[src/rtl/pipeline_hazard_ctrl_if.sv]
// Hazard-control bundle between the 5-stage pipeline datapath and its stall/flush sequencer.
// master = pipeline side (reports hazards, consumes enables); slave = sequencer.
interface pipeline_hazard_ctrl_if;
  logic [4:0] id_rs1;
  logic [4:0] id_rs2;
  logic       id_use_rs1;
  logic       id_use_rs2;
  logic [4:0] ex_rd;
  logic       ex_mem_read;
  logic       ex_branch_taken;
  logic       mem_access;
  logic       dmem_ready;
  logic       dmem_req;
  logic       pc_en;
  logic       if_id_en;
  logic       id_ex_en;
  logic       ex_mem_en;
  logic       mem_wb_en;
  logic       if_id_flush;
  logic       id_ex_flush;
  logic       mem_wb_bubble;
  logic       mem_fault;

  modport master (
    output id_rs1, id_rs2, id_use_rs1, id_use_rs2, ex_rd, ex_mem_read,
           ex_branch_taken, mem_access, dmem_ready,
    input  dmem_req, pc_en, if_id_en, id_ex_en, ex_mem_en, mem_wb_en,
           if_id_flush, id_ex_flush, mem_wb_bubble, mem_fault
  );

  modport slave (
    input  id_rs1, id_rs2, id_use_rs1, id_use_rs2, ex_rd, ex_mem_read,
           ex_branch_taken, mem_access, dmem_ready,
    output dmem_req, pc_en, if_id_en, id_ex_en, ex_mem_en, mem_wb_en,
           if_id_flush, id_ex_flush, mem_wb_bubble, mem_fault
  );
endinterface

[src/rtl/pipeline_hazard_ctrl.sv]
// Stall/flush sequencer: load-use bubbles, taken-branch flushes, dmem waits with timeout abort.
// Optional perf counters are built when HAZARD_PERF_CNT_EN is defined; otherwise they read 0.
module pipeline_hazard_ctrl #(
  parameter int unsigned DMEM_TIMEOUT = 16,
  parameter int unsigned CNT_W        = 32
) (
  input  logic             clk,
  input  logic             rstn,
  pipeline_hazard_ctrl_if.slave hz,
  output logic [CNT_W-1:0] stall_cycles,
  output logic [CNT_W-1:0] flush_count
);

  localparam int unsigned WCNT_W = 8;
  localparam logic [WCNT_W-1:0] WCNT_LAST = WCNT_W'(DMEM_TIMEOUT - 1);

  typedef enum logic {
    RUN       = 1'b0,
    DMEM_WAIT = 1'b1
  } state_t;

  state_t            state, state_nxt;
  logic [WCNT_W-1:0] wcnt, wcnt_nxt;

  logic load_use_c;
  logic eval_front_c;
  logic dmem_req_c, pc_en_c, if_id_en_c, id_ex_en_c, ex_mem_en_c, mem_wb_en_c;
  logic if_id_flush_c, id_ex_flush_c, mem_wb_bubble_c, mem_fault_c;

  // State and wait-counter register
  always_ff @(posedge clk or negedge rstn) begin
    if (!rstn) begin
      state <= RUN;
      wcnt  <= '0;
    end else begin
      state <= state_nxt;
      wcnt  <= wcnt_nxt;
    end
  end

  assign load_use_c = hz.ex_mem_read && (hz.ex_rd != 5'd0) &&
                      ((hz.id_use_rs1 && (hz.id_rs1 == hz.ex_rd)) ||
                       (hz.id_use_rs2 && (hz.id_rs2 == hz.ex_rd)));

  // Next state and pipeline controls; the front end is only evaluated when MEM is not frozen
  always_comb begin
    state_nxt       = state;
    wcnt_nxt        = wcnt;
    eval_front_c    = 1'b0;
    dmem_req_c      = 1'b0;
    pc_en_c         = 1'b0;
    if_id_en_c      = 1'b0;
    id_ex_en_c      = 1'b0;
    ex_mem_en_c     = 1'b0;
    mem_wb_en_c     = 1'b0;
    if_id_flush_c   = 1'b0;
    id_ex_flush_c   = 1'b0;
    mem_wb_bubble_c = 1'b0;
    mem_fault_c     = 1'b0;

    case (state)
      RUN: begin
        dmem_req_c = hz.mem_access;
        if (hz.mem_access && !hz.dmem_ready) begin
          mem_wb_en_c     = 1'b1;
          mem_wb_bubble_c = 1'b1;
          state_nxt       = DMEM_WAIT;
          wcnt_nxt        = WCNT_W'(1);
        end else begin
          eval_front_c = 1'b1;
        end
      end
      DMEM_WAIT: begin
        dmem_req_c = 1'b1;
        if (hz.dmem_ready) begin
          eval_front_c = 1'b1;
          state_nxt    = RUN;
          wcnt_nxt     = '0;
        end else if (wcnt == WCNT_LAST) begin
          // Access abandoned: release the pipeline, MEM/WB takes a bubble
          mem_fault_c     = 1'b1;
          mem_wb_bubble_c = 1'b1;
          eval_front_c    = 1'b1;
          state_nxt       = RUN;
          wcnt_nxt        = '0;
        end else begin
          mem_wb_en_c     = 1'b1;
          mem_wb_bubble_c = 1'b1;
          wcnt_nxt        = wcnt + WCNT_W'(1);
        end
      end
      default: begin
        state_nxt = RUN;
        wcnt_nxt  = '0;
      end
    endcase

    if (eval_front_c) begin
      pc_en_c     = 1'b1;
      if_id_en_c  = 1'b1;
      id_ex_en_c  = 1'b1;
      ex_mem_en_c = 1'b1;
      mem_wb_en_c = 1'b1;
      if (hz.ex_branch_taken) begin
        if_id_flush_c = 1'b1;
        id_ex_flush_c = 1'b1;
      end else if (load_use_c) begin
        pc_en_c       = 1'b0;
        if_id_en_c    = 1'b0;
        id_ex_flush_c = 1'b1;
      end
    end
  end

  // Reset forces every control low immediately, including an in-flight dmem request
  assign hz.dmem_req      = rstn & dmem_req_c;
  assign hz.pc_en         = rstn & pc_en_c;
  assign hz.if_id_en      = rstn & if_id_en_c;
  assign hz.id_ex_en      = rstn & id_ex_en_c;
  assign hz.ex_mem_en     = rstn & ex_mem_en_c;
  assign hz.mem_wb_en     = rstn & mem_wb_en_c;
  assign hz.if_id_flush   = rstn & if_id_flush_c;
  assign hz.id_ex_flush   = rstn & id_ex_flush_c;
  assign hz.mem_wb_bubble = rstn & mem_wb_bubble_c;
  assign hz.mem_fault     = rstn & mem_fault_c;

`ifdef HAZARD_PERF_CNT_EN
  // Saturating perf counters: stalled-PC cycles and branch-flush cycles
  always_ff @(posedge clk or negedge rstn) begin
    if (!rstn) begin
      stall_cycles <= '0;
      flush_count  <= '0;
    end else begin
      if (!pc_en_c && (stall_cycles != {CNT_W{1'b1}}))
        stall_cycles <= stall_cycles + CNT_W'(1);
      if (if_id_flush_c && (flush_count != {CNT_W{1'b1}}))
        flush_count <= flush_count + CNT_W'(1);
    end
  end
`else
  assign stall_cycles = '0;
  assign flush_count  = '0;
`endif

endmodule

[src/flat_wrapper.sv]
// flat-port wrapper written by rule: the top's interface ports become plain ports
module pipeline_hazard_ctrl_flat 
#(
  parameter int unsigned DMEM_TIMEOUT = 16,
  parameter int unsigned CNT_W        = 32
)
  (clk, rstn, stall_cycles, flush_count, hz_id_rs1, hz_id_rs2, hz_id_use_rs1, hz_id_use_rs2, hz_ex_rd, hz_ex_mem_read, hz_ex_branch_taken, hz_mem_access, hz_dmem_ready, hz_dmem_req, hz_pc_en, hz_if_id_en, hz_id_ex_en, hz_ex_mem_en, hz_mem_wb_en, hz_if_id_flush, hz_id_ex_flush, hz_mem_wb_bubble, hz_mem_fault);
  pipeline_hazard_ctrl_if hz_i ();
  input  logic clk;
  input  logic rstn;
  output logic [CNT_W-1:0] stall_cycles;
  output logic [CNT_W-1:0] flush_count;
  input wire logic [$bits(hz_i.id_rs1)-1:0] hz_id_rs1;
  input wire logic [$bits(hz_i.id_rs2)-1:0] hz_id_rs2;
  input wire logic [$bits(hz_i.id_use_rs1)-1:0] hz_id_use_rs1;
  input wire logic [$bits(hz_i.id_use_rs2)-1:0] hz_id_use_rs2;
  input wire logic [$bits(hz_i.ex_rd)-1:0] hz_ex_rd;
  input wire logic [$bits(hz_i.ex_mem_read)-1:0] hz_ex_mem_read;
  input wire logic [$bits(hz_i.ex_branch_taken)-1:0] hz_ex_branch_taken;
  input wire logic [$bits(hz_i.mem_access)-1:0] hz_mem_access;
  input wire logic [$bits(hz_i.dmem_ready)-1:0] hz_dmem_ready;
  output wire logic [$bits(hz_i.dmem_req)-1:0] hz_dmem_req;
  output wire logic [$bits(hz_i.pc_en)-1:0] hz_pc_en;
  output wire logic [$bits(hz_i.if_id_en)-1:0] hz_if_id_en;
  output wire logic [$bits(hz_i.id_ex_en)-1:0] hz_id_ex_en;
  output wire logic [$bits(hz_i.ex_mem_en)-1:0] hz_ex_mem_en;
  output wire logic [$bits(hz_i.mem_wb_en)-1:0] hz_mem_wb_en;
  output wire logic [$bits(hz_i.if_id_flush)-1:0] hz_if_id_flush;
  output wire logic [$bits(hz_i.id_ex_flush)-1:0] hz_id_ex_flush;
  output wire logic [$bits(hz_i.mem_wb_bubble)-1:0] hz_mem_wb_bubble;
  output wire logic [$bits(hz_i.mem_fault)-1:0] hz_mem_fault;
  assign hz_i.id_rs1 = hz_id_rs1;
  assign hz_i.id_rs2 = hz_id_rs2;
  assign hz_i.id_use_rs1 = hz_id_use_rs1;
  assign hz_i.id_use_rs2 = hz_id_use_rs2;
  assign hz_i.ex_rd = hz_ex_rd;
  assign hz_i.ex_mem_read = hz_ex_mem_read;
  assign hz_i.ex_branch_taken = hz_ex_branch_taken;
  assign hz_i.mem_access = hz_mem_access;
  assign hz_i.dmem_ready = hz_dmem_ready;
  assign hz_dmem_req = hz_i.dmem_req;
  assign hz_pc_en = hz_i.pc_en;
  assign hz_if_id_en = hz_i.if_id_en;
  assign hz_id_ex_en = hz_i.id_ex_en;
  assign hz_ex_mem_en = hz_i.ex_mem_en;
  assign hz_mem_wb_en = hz_i.mem_wb_en;
  assign hz_if_id_flush = hz_i.if_id_flush;
  assign hz_id_ex_flush = hz_i.id_ex_flush;
  assign hz_mem_wb_bubble = hz_i.mem_wb_bubble;
  assign hz_mem_fault = hz_i.mem_fault;
  pipeline_hazard_ctrl #(.DMEM_TIMEOUT(DMEM_TIMEOUT), .CNT_W(CNT_W)) u_core (.clk(clk), .rstn(rstn), .hz(hz_i), .stall_cycles(stall_cycles), .flush_count(flush_count));
endmodule
[config.mk]
export PLATFORM = sky130hd
export DESIGN_NAME = pipeline_hazard_ctrl_flat
export DESIGN_NICKNAME = d
export VERILOG_FILES = /design/src/rtl/pipeline_hazard_ctrl_if.sv /design/src/rtl/pipeline_hazard_ctrl.sv /design/src/flat_wrapper.sv
export SDC_FILE = /design/constraint.sdc
export NUM_CORES = 1
export LEC_CHECK = 0
export BUFFER_PORTS_ARGS = -buffer_cell sky130_fd_sc_hd__buf_2
export CAP_MARGIN = 0
export CORE_UTILIZATION = 39
export DETAILED_ROUTE_END_ITERATION = 8
export PLACE_DENSITY_LB_ADDON = 0.3
export SLEW_MARGIN = 25
export SYNTH_ARGS = -nofsm -noshare
export SYNTH_HDL_FRONTEND = slang
export SYNTH_SLANG_ARGS = --single-unit
[constraint.sdc]
create_clock -name clk -period 2.1 [get_ports clk]
set_clock_uncertainty 0.1 [all_clocks]
set_input_delay 0.105 -clock clk [delete_from_list [all_inputs] [get_ports clk]]
set_output_delay 0.105 -clock clk [all_outputs]
set_load 0.1 [all_outputs]
==> results of run 1 <==
==> per-layer routing <==
| metal | track usage | vias to the layer above | part of all wire |
|---|---|---|---|
| met5 | 0 | - | 0 |
| met4 | 0.0209 | 0 | 0 |
| met3 | 0.0484 | 0 | 0.11 |
| met2 | 0.233 | 57 | 0.52 |
| met1 | 0.137 | 398 | 0.37 |
| li1 | - | 422 | - |
==> state kept, by name, indices dropped and copies added (netlist names) <==
register	count
u_core.wcnt	8
u_core.state	1
==> cell usage in the layout (no fill, tap or decap), drive strengths merged <==
cell type	synthesis	layout
o21ai	4	4
nor2b	3	3
conb	1	64
a2111oi	1	1
nand2	6	6
a21oi	2	2
a22o	2	2
xor2	9	9
inv	1	1
ha	1	1
buf	66	42
nor2	5	5
and2	2	2
o2111ai	1	1
a211oi	1	1
a32oi	1	1
nand3	2	2
a21boi	1	1
nor4	2	2
xnor2	6	6
a311o	1	1
dfrtp	9	9
nand2b	1	1
or4	2	2
or2	1	1
dlygate4sd3	0	1
o2bb2ai	1	1
nor3	2	2
o31a	1	1
and3	2	2
o21a	2	2
clkbuf	1	4
==> how the worst max path moves through the flow <==
| stage | cells past startpoint | endpoint | start |
|---|---|---|---|
| floorplan | 5 | hz_pc_en | u_core.wcnt[6] |
| global placement | 5 | hz_pc_en | u_core.wcnt[6] |
| global route | 5 | hz_if_id_en | u_core.wcnt[4] |
| detailed placement | 5 | hz_pc_en | u_core.wcnt[6] |
| CTS | 5 | hz_pc_en | u_core.wcnt[7] |
| finish | 5 | hz_pc_en | u_core.wcnt[4] |
==> through the flow <==
stage               utilization  std cells
detailed placement        0.447        200
global route              0.486        214
finish                    0.486        214
global placement          0.447        200
floorplan                     -        203
CTS                       0.479        212
==> layout make-up <==
cell class	instances	area share
flip-flops and latches	9	0.165
multi-input cells	126	0.527
repair buffers	43	0.257
well taps	31	0.0285
clock buffers	4	0.0193
inverters	1	0.00275
==> timing repair <==
| item | 4_1_cts | 5_1_grt |
|---|---|---|
| gates resized for setup | 0 | 1 |
| pin swaps | 3 | 3 |
| endpoints found under the hold margin | 9 | 0 |
| endpoints found under the setup margin | 6 | 6 |
| buffers inserted | 7 | 2 |
| hold buffers | 1 | 0 |
==> worst reg2reg max path: cells and delay by family (launching register included) <==
family                 cells  cell delay, ns
buffers and inverters      2            0.23
AO/OA/AOI/OAI              2            0.49
flip-flops                 1            0.38
AND/OR/NAND/NOR            2            0.60
==> logic make-up (layout without fill, tap and decap cells) <==
logic type	after synthesis	count (layout)	share of synthesized area
adder cells (fa/ha/maj)	1	1	0.0107
AO/OA/AOI/OAI	18	18	0.125
XOR/XNOR	15	15	0.112
buffers and inverters	68	48	0.429
other	1	64	0.00320
AND/OR/NAND/NOR	28	28	0.128
flip-flops	9	9	0.192
==> power by group through the flow <==
stage | logic [W] | registers (W) | clock network (W)
2_1_floorplan | 0.000771 | 0.000198 | 0
3_3_place_gp | 0.000758 | 0.000201 | 0
3_5_place_dp | 0.000762 | 0.000202 | 0
4_1_cts | 0.000769 | 0.000199 | 0.000138
5_1_grt | 0.000794 | 0.000200 | 0.000147
6_report | 0.000774 | 0.000199 | 0.000134
==> Yosys cell counts, types with 2 or more instances <==
cell type	count
buf_4	66
dfrtp_1	9
xor2_1	9
nand2_1	6
xnor2_1	6
nor2_1	5
nor2b_1	3
o21ai_0	3
a21oi_1	2
a22o_1	2
nand3_1	2
nor3_1	2
nor4_1	2
o21a_1	2
==> impl_summary.md, run 1 <==
Run status
The run finished, with violations left. The checks that failed: design-rule violations, negative setup slack.

Pwr
Summing internal, switching and leakage power gives 0.00111 W. The net switching component of the power is 0.000744 W. The cell-internal power is 0.000363 W. Of the total power, the share spent switching nets is 0.672. The share of power burned in the clock network is 0.121. Power spread over the standard cell area amounts to 813 nW/µm². For this design the static power due to leakage is 0.724 nW. Of the total power, registers draw 0.180. VDD sags by at most 0.345 mV. The combinational share of power is 0.699.

Final layout
Counting the fill cells in the layout gives 275. After routing the design area is 1360 µm². The net count of the finished layout is 208. The final antenna diode count is 0. Of the cells placed in the final design, the portion with a size suffix greater than 1 is 0.306. The multi-input combinational cells in the finished layout cover a total of 718 µm².

The area added between synthesis and finish is 16.2%. The area of all sequential standard cells is 225 µm².

Clock tree
The number of clock sinks seen by CTS is 9. The TritonCTS clock tree is built. The root cell of the clock tree is clkbuf_4. The clock latency on the worst-skew pair is 0.26 ns. The clock edge transition at the registers on the reported setup and hold paths is 0.07 ns. The total clock buffers created by CTS is 3. No sink is reached through more buffers than the 2 on the longest clock path. The maximum level of the CTS H-tree is 1.

Worst hold path
The worst hold path class is primary input to flop. The worst hold endpoint is u_core.state. The hold path startpoint is hz_dmem_ready. The cell depth of the worst hold path is 4.

GRT
The maximum number of pins on one net before global-route repair is 10. The via count of the first global-routing pass is 706. The initial antenna violation count is 0.

The overflow left after global routing is 0. The global-route usage over all layers is 0.126. The first global-routing pass estimated 3110 µm of wire.

Route
The first-iteration detailed-routing DRC count is 34. The number of remaining DRC errors is 20. The mean routed wirelength per cell is 10.1 µm. The residual antenna-violating net count after detailed routing is 0.

The count of TritonRoute iterations in the first routing pass is 9. The post-detailed-routing wire length is 2170 µm. Detailed routing inserted a total of 877 vias. Using the TritonRoute via totals, the vias-per-cell ratio works out to 4.10.

Worst setup path
Walking the worst path, the cells encountered are or4_4 > o21ai_4 > and3_4 > o31a_4 > buf_12. For this run, the slowest stage of the critical path takes 0.56 ns. Counting cells, the worst reg-to-reg path comes to 6. The worst path buffer plus inverter count is 1. In this run the worst path has a maximum fanout of 5. The launching element type of the critical path is a flop. The type of destination of the critical path is an output pin.

The worst flop-to-flop path startpoint is u_core.wcnt[4]. The critical path required time is 1.89 ns. The critical-path cell with the highest stage delay is or4_4.

The worst reg2reg path endpoint is u_core.wcnt[6]. The arrival time of the worst setup path is 1.96 ns. The type of the setup path with the least slack is flop to output pin. Across all register-to-register paths, the minimum setup slack is 0.20 ns. The family of cells with the greatest summed delay on the critical path is simple AND/OR/NAND/NOR gates.

Yosys
The cell accounting for the most synthesized area is buf_4. The main flop type after synthesis is dfrtp_1. The flip-flop and latch count after synthesis is 9.

The summed instance area of the synthesized netlist is 1170 µm². During synthesis, Yosys emitted a total of 0 warnings. Of all flip-flops after synthesis, the portion carrying an async set or reset was 1.00.

The synthesized netlist contains 35 unique library cells. The mean cell area of the mapped netlist is 8.37 µm². The share of synthesized area in the top cell type comes to 0.423. The share of the Yosys chip area taken by registers is 0.192. In the post-synthesis netlist, the biggest area contributors are buf_4 (42%), dfrtp_1 (19%), xor2_1 (6.7%).

In the synthesized netlist, the number of instances is 140. The synthesized design contains 0 enable-type register cells.

Placed design
The placed instances occupy a cell area of 1250 µm². The number of port buffers is 32. The routability congestion estimate is 0.754. The placed wire-length estimate after detailed placement is 1600 µm. The post-place setup slack is 0.0875 ns.

Timing
The worst relative slew slack is 0.621. The share of the clock period used by the worst path after layout is 1.03. The worst hold margin is 0.128 ns. The minimum clock period is 2.17 ns.

Setup violations remaining at the end of the flow were counted as 6. The max-slew violation count is 0. Derived from the worst setup path, the maximum achievable clock frequency is 462 MHz. The measured slew at the worst slew-check pin is 0.554 ns. The total count of hold-check failures in the final report is 0. Setup repair after global routing could not meet its margin everywhere.

The setup slack after layout is -0.0657 ns. The aggregate negative setup slack is -0.323 ns.

Floorplan
The floorplan has 19 rows. 97 I/O pins were placed. The floorplan core area is 2810 µm². From bottom edge to top edge, the die measures 56.8 µm. The chip width is 56.8 µm. The floorplan die area is 3230 µm².

The initial cell density of the core is 0.418.

Run
The tool flagged a number of max-cap violations equal to 0.
Note: power is estimated with default switching activity, not from simulation.
==> run 2, diff against run 1 <==
--- a/config.mk
+++ b/config.mk
@@ -9,8 +9,9 @@
 export CAP_MARGIN = 0
 export CORE_UTILIZATION = 39
 export DETAILED_ROUTE_END_ITERATION = 8
+export MAX_ROUTING_LAYER = met4
 export PLACE_DENSITY_LB_ADDON = 0.3
-export SLEW_MARGIN = 25
+export SLEW_MARGIN = 20
 export SYNTH_ARGS = -nofsm -noshare
 export SYNTH_HDL_FRONTEND = slang
 export SYNTH_SLANG_ARGS = --single-unit
==> run 2 against run 1 <==
Against the previous run: the flow still finishes with violations (design-rule violations, negative setup slack); largest cell class unchanged; sequential cell count unchanged; final cell count stayed put; register-to-register slack is essentially flat; non-clock buffer count unchanged; maximum frequency shrank 0.23%; clock-buffer cell count unchanged; hold slack about the same; via count did not move; wire length increased by 0.28%; die area stayed put; sequential power is essentially flat.
==> impl_summary.md, run 2 (synthesis results as in run 1) <==
Clock tree
The total clock buffers created by CTS is 3 (unchanged). The largest buffer count on any clock path is 2 (unchanged). The clock latency on the worst-skew pair is 0.26 ns (about the same). The root cell of the clock tree is clkbuf_4. The number of clock sinks seen by CTS was 9 (unchanged).

The maximum level of the CTS H-tree is 1 (unchanged). The clock edge transition at the registers on the reported setup and hold paths was 0.07 ns (about the same). TritonCTS built the clock tree.

Worst setup path
The worst path buffer plus inverter count is 1 (unchanged). The worst setup path is captured at an output pin. The delay of the slowest critical-path stage is 0.56 ns (about the same). The slowest stage of the critical path belongs to the cell or4_4.

The launching element type of the critical path is a flop. The arrival time of the worst setup path is 1.97 ns (about the same). The critical-path maximum fanout is 5 (unchanged). The critical path goes through or4_4 > o21ai_4 > and3_4 > o31a_4 > buf_12. The type of the setup path with the least slack is flop to output pin.

The family of cells with the greatest summed delay on the critical path is simple AND/OR/NAND/NOR gates. The critical path required time is 1.89 ns (about the same).

Route
The residual antenna-violating net count after detailed routing is 0 (unchanged). The number of remaining DRC errors is 20 (unchanged). The ratio of routed vias to standard cells is 4.10 (unchanged). The first-iteration detailed-routing DRC count is 33 (-2.9%).

The mean routed wirelength per cell came to 10.2 µm (+0.28%). The number of vias in the routed layout is 877 (unchanged). The post-detailed-routing wire length is 2180 µm (+0.28%). The count of TritonRoute iterations in the first routing pass was 9 (unchanged).

GRT
The wire length of the first global-routing pass came to 3110 µm (-0.19%). The global-route usage over all layers is 0.129 (+0.00350). The maximum number of pins on one net before global-route repair is 10 (unchanged). The initial antenna violation count was 0 (unchanged). The via count of the first global-routing pass is 705 (-0.14%). The overflow left after global routing is 0 (unchanged).

Final layout
The share of the core filled with cells in the final layout was 0.486 (unchanged). The net count of the finished layout is 208 (unchanged). The layout cell share with drive strength beyond 1 came to 0.306 (unchanged).

Leaving out fill and tap cells, the most frequent cell in the layout is conb_1. In the layout the commonest cells are conb_1 (64), buf_2 (25), buf_4 (10). More flip-flops sit in one register than any other, and that register is u_core.wcnt. In the final layout, the registers with the most flip-flops are u_core.wcnt (8), u_core.state (1). The area added between synthesis and finish is 16.2% (unchanged). The flip-flop count of the largest register, all copies and words added is 8 (unchanged). The final antenna diode count is 0 (unchanged).

The final instance count without filler cells is 214 (unchanged).

Placed design
The placed wire-length estimate after detailed placement is 1600 µm (unchanged). The routability congestion estimate is 0.764 (+1.3%). The number of port buffers is 32 (unchanged).

The placed cell count is 200 (unchanged).

Pwr
The leakage power figure was 0.724 nW (unchanged). The largest vdd supply drop is 0.345 mV (about the same). The share of power burned in the clock network is 0.122 (about the same). The cell-internal power is 0.000363 W (about the same). The switching share of power is 0.672 (about the same).

The total power was 0.00111 W (+0.16%). The share of total power in sequential cells is 0.180 (about the same). The total power per unit cell area is 814 nW/µm² (+0.16%). The combinational share of power is 0.698 (about the same). The net switching component of the power is 0.000746 W (+0.23%).

Timing
The max-slew violation count is 0 (unchanged). The measured slew at the worst slew-check pin is 0.547 ns (-0.00676 ns). The worst relative slew slack is 0.626 (+0.00462).

The total count of hold-check failures in the final report is 0 (unchanged). The final-report setup violation count is 6 (unchanged). The share of the clock period used by the worst path after layout was 1.03 (+0.00233). The timing-limited maximum frequency is 461 MHz (-0.23%).

The setup slack after layout was -0.0706 ns (-0.00490 ns). The minimum clock period is 2.17 ns (+0.00490 ns). Setup repair after global routing could not meet its margin everywhere.

Floorplan
The floorplan die area came to 3230 µm² (unchanged). The floorplan core area came to 2810 µm² (unchanged). The row count came to 19 (unchanged). The initial cell density of the core was 0.418 (unchanged). The number of ports placed on the die boundary was 97 (unchanged). The y dimension of the die is 56.8 µm (unchanged). The chip width is 56.8 µm (unchanged).

Run status
The final reports fail on design-rule violations, negative setup slack. The run finished, with violations left.

Run
The max capacitance violation total is 0 (unchanged).

Worst hold path
The min-delay analysis places its worst path in the category primary input to flop.
-- run 2: per-layer routing --
| metal | part of all wire | track usage | wire, µm | up-vias |
|---|---|---|---|---|
| met5 | 0 | - | 0 | - |
| met4 | 0.0041 | 0.0209 | 9 | 0 |
| met3 | 0.11 | 0.0484 | 239 | 4 |
| met2 | 0.52 | 0.233 | 1130 | 56 |
| met1 | 0.37 | 0.137 | 798 | 397 |
| li1 | - | - | - | 420 |
-- run 2: power groups by stage --
stage	sequential (W)	clock (W)	combinational [W]
2_1_floorplan	0.000198	0	0.000771
3_3_place_gp	0.000201	0	0.000758
3_5_place_dp	0.000202	0	0.000762
4_1_cts	0.000199	0.000138	0.000769
5_1_grt	0.000200	0.000147	0.000794
6_report	0.000200	0.000135	0.000774
-- run 2: per-stage QoR --
stage	setup slack [ns]	setup TNS [ns]	hold WS [ns]	area (µm²)
finish	-0.0706	-0.353	0.128	1360
global route	-0.120	-0.649	0.153	1360
detailed placement	0.0875	0	-0.0932	1250
CTS	-0.0830	-0.407	0.124	1340
floorplan	-0.290	-1.05	-0.291	1450
global placement	0.128	0	-0.0992	1250
-- run 2: final timing paths --
check | startpoint | endpoint | slack (ns) | cells after the start
max | u_core.wcnt[4] | hz_pc_en | -0.07 | 5
min | hz_dmem_ready | u_core.state | 0.13 | 4
min in group asynchronous | rstn | u_core.wcnt[6] | 0.31 | 2
max reg2reg | u_core.wcnt[4] | u_core.wcnt[6] | 0.20 | 6
max in group asynchronous | rstn | u_core.wcnt[3] | 1.28 | 2
min reg2reg | u_core.wcnt[1] | u_core.wcnt[1] | 0.44 | 1
-- run 2: repair_timing --
item,4_1_cts,5_1_grt
pin swaps,3,3
hold endpoints to repair,9,0
setup endpoints to repair,6,6
resized for setup,0,1
hold buffers,1,0
gates cloned,0,0
buffers inserted,7,2
-- run 2: final cells by class --
cell class                 count  area, µm²
fill                         275       1440
sequential                     9        225
timing repair buffer          43        350
tap                           31       38.8
inverter                       1       3.75
multi-input combinational    126        718
clock buffer                   4       26.3
-- run 2: worst reg2reg max path: stages (launching register included) --
cell and delay [ns]:
dfrtp_1 0.38, or4_4 0.56, o21ai_4 0.18, buf_4 0.14, buf_4 0.09, nor3_1 0.04
a311o_1 0.31
==> run 3, diff against run 2 <==
--- a/config.mk
+++ b/config.mk
@@ -11,6 +11,7 @@
 export DETAILED_ROUTE_END_ITERATION = 8
 export MAX_ROUTING_LAYER = met4
 export PLACE_DENSITY_LB_ADDON = 0.3
+export SKIP_CTS_REPAIR_TIMING = 1
 export SLEW_MARGIN = 20
 export SYNTH_ARGS = -nofsm -noshare
 export SYNTH_HDL_FRONTEND = slang
==> run 3 against run 2 <==
Against the previous run: the run still ends with design-rule violations, negative setup slack left; critical endpoint unchanged; worst setup slack got worse by 0.064 ns; maximum frequency is 2.9% lower; sequential cell count unchanged.
==> impl_summary.md, run 3 (synthesis results as in run 1) <==
Run status
The run finished, with violations left. The final reports fail on design-rule violations, negative setup slack.

GRT
The initial antenna violation count was 0 (unchanged). The via count of the first global-routing pass is 646 (-8.4%). The global-route usage over all layers came to 0.116 (-0.0139).

The maximum number of pins on one net before global-route repair is 15 (+5). The wire length of the first global-routing pass came to 2810 µm (-9.6%). The overflow left after global routing was 0 (unchanged).

Pwr
The combinational share of power is 0.697 (about the same). The leakage power figure was 0.697 nW (-3.7%). The net switching component of the power is 0.000741 W (-0.60%). The share of total power in sequential cells was 0.181 (about the same). The largest vdd supply drop came to 0.346 mV (about the same). The switching share of power is 0.673 (about the same). The cell-internal power is 0.000361 W (-0.69%). The share of power burned in the clock network was 0.122 (about the same).

The total power came to 0.00110 W (-0.63%). The total power per unit cell area came to 835 nW/µm² (+2.6%).

Route
The mean routed wirelength per cell is 9.38 µm (-7.8%). The ratio of routed vias to standard cells is 4.04 (-1.5%). The first-iteration detailed-routing DRC count came to 32 (-3.0%).

The number of remaining DRC errors is 20 (unchanged). The number of vias in the routed layout is 844 (-3.8%). The count of TritonRoute iterations in the first routing pass is 7 (-2). The residual antenna-violating net count after detailed routing is 0 (unchanged). The post-detailed-routing wire length is 1960 µm (-9.9%).

Clock tree
The clock latency on the worst-skew pair was 0.26 ns (about the same). The maximum level of the CTS H-tree was 1 (unchanged). The tree is rooted in a clkbuf_4. The number of clock sinks seen by CTS came to 9 (unchanged). TritonCTS built the clock tree. The largest buffer count on any clock path is 2 (unchanged). The total clock buffers created by CTS is 3 (unchanged). The clock edge transition at the registers on the reported setup and hold paths is 0.07 ns (about the same).

Floorplan
The row count was 19 (unchanged). The y dimension of the die is 56.8 µm (unchanged). The chip width is 56.8 µm (unchanged). The initial cell density of the core is 0.418 (unchanged). The floorplan die area was 3230 µm² (unchanged). The floorplan core area came to 2810 µm² (unchanged). The number of ports placed on the die boundary was 97 (unchanged).

Final layout
The net count of the finished layout is 203 (-2.4%). Relative to the synthesized area, the layout overhead comes to 12.6%. The final antenna diode count is 0 (unchanged).

The top cell types in the final layout, fill and taps aside, are conb_1 (64), buf_2 (25), xor2_1 (9), dfrtp_1 (9), buf_12 (7). u_core.wcnt holds more flip-flops than any other register. The layout cell share with drive strength beyond 1 is 0.281 (-0.0251).

The largest registers in the layout are u_core.wcnt (8), u_core.state (1). The area of all placed cells without fillers came to 1320 µm² (-3.1%). The flip-flop count of the largest register, all copies and words added is 8 (unchanged). The library cell used most frequently in the layout, excluding fill and tap cells, is conb_1.

Timing
The setup slack after layout is -0.135 ns (-0.0645 ns). The final-report setup violation count is 4 (-2). The timing-limited maximum frequency is 447 MHz (-2.9%). The minimum clock period is 2.24 ns (+0.0645 ns).

The worst relative slew slack is 0.646 (+0.0197). The total count of hold-check failures in the final report is 0 (unchanged). The share of the clock period used by the worst path after layout is 1.06 (+0.0307). The aggregate negative setup slack came to -0.510 ns (-0.157 ns).

The max-slew violation count is 0 (unchanged). Setup repair after global routing could not meet its margin everywhere. The measured slew at the worst slew-check pin is 0.518 ns (-0.0287 ns).

Worst setup path
The type of the setup path with the least slack is flop to output pin. The critical path required time came to 1.89 ns (about the same). In this run the critical register-to-register path is launched from u_core.wcnt[7]. The critical-path maximum fanout is 5 (unchanged).

STA classifies the critical path endpoint as an output pin. The depth of the worst register-to-register path is 6 (unchanged). The slack of the worst reg-to-reg path is 0.18 ns (-0.02 ns). The arrival time of the worst setup path was 2.03 ns (+0.06 ns). STA classifies the critical path startpoint as a flop. In this run the critical register-to-register path is captured at u_core.wcnt[6].

Worst hold path
The cell depth of the worst hold path was 4 (unchanged). The hold path startpoint is hz_dmem_ready. The worst hold path class is primary input to flop. The worst hold path terminates at u_core.state.

Placed design
The routability congestion estimate was 0.764 (unchanged). The cell area after placement is 1250 µm² (unchanged). The placed wire-length estimate after detailed placement was 1600 µm (unchanged). The number of port buffers is 32 (unchanged).

Run
The max capacitance violation total is 0 (unchanged).
## run 3: cell types whose count changed in the layout (fill, tap and decap cells not counted), sizes merged
| cell | delta |
|---|---|
| buf | -5 |
## run 3: how the worst max path moves through the flow
| stage | cells past startpoint | startpoint | slack, ns | endpoint |
|---|---|---|---|---|
| 4_1_cts | 5 | u_core.wcnt[6] | -0.19 | hz_pc_en |
| 2_1_floorplan | 5 | u_core.wcnt[6] | -0.29 | hz_pc_en |
| 5_1_grt | 5 | u_core.wcnt[7] | -0.20 | hz_if_id_en |
| 6_report | 5 | u_core.wcnt[7] | -0.14 | hz_pc_en |
| 3_5_place_dp | 5 | u_core.wcnt[6] | 0.09 | hz_pc_en |
| 3_3_place_gp | 5 | u_core.wcnt[6] | 0.13 | hz_pc_en |
## run 3: through the flow
stage / utilization / setup slack [ns] / instances / hold slack [ns]
after floorplan: - / -0.290 / 203 / -0.291
after global placement: 0.447 / 0.128 / 200 / -0.0992
after detailed placement: 0.447 / 0.0875 / 200 / -0.0932
after CTS: 0.456 / -0.195 / 204 / -0.374
after global routing: 0.471 / -0.203 / 209 / 0.154
final: 0.471 / -0.135 / 209 / 0.128
## run 3: metal layers
layer,vias up,part of all wire,track usage
li1,413,-,-
met1,374,0.39,0.136
met2,55,0.49,0.187
met3,2,0.12,0.0484
met4,0,0.0026,0.0209
met5,-,0,-
## run 3: area by class of cell
cell class                 instances  area [µm²]
timing repair buffer              38         313
fill                             276        1490
multi-input combinational        126         713
clock buffer                       4        26.3
sequential                         9         225
inverter                           1        3.75
tap                               31        38.8
## run 3: worst max-delay path: stages (launching register included)
cell and delay (ns):
dfrtp_1 0.38, or4_4 0.56, o21ai_4 0.20, and3_4 0.27, o31a_4 0.18, buf_12 0.17
## run 3: power groups by stage
stage | clock network (W) | logic, W | registers [W]
after floorplan | 0 | 0.000771 | 0.000198
after global placement | 0 | 0.000758 | 0.000201
after detailed placement | 0 | 0.000762 | 0.000202
after CTS | 0.000138 | 0.000763 | 0.000199
after global routing | 0.000147 | 0.000789 | 0.000200
final | 0.000134 | 0.000769 | 0.000199
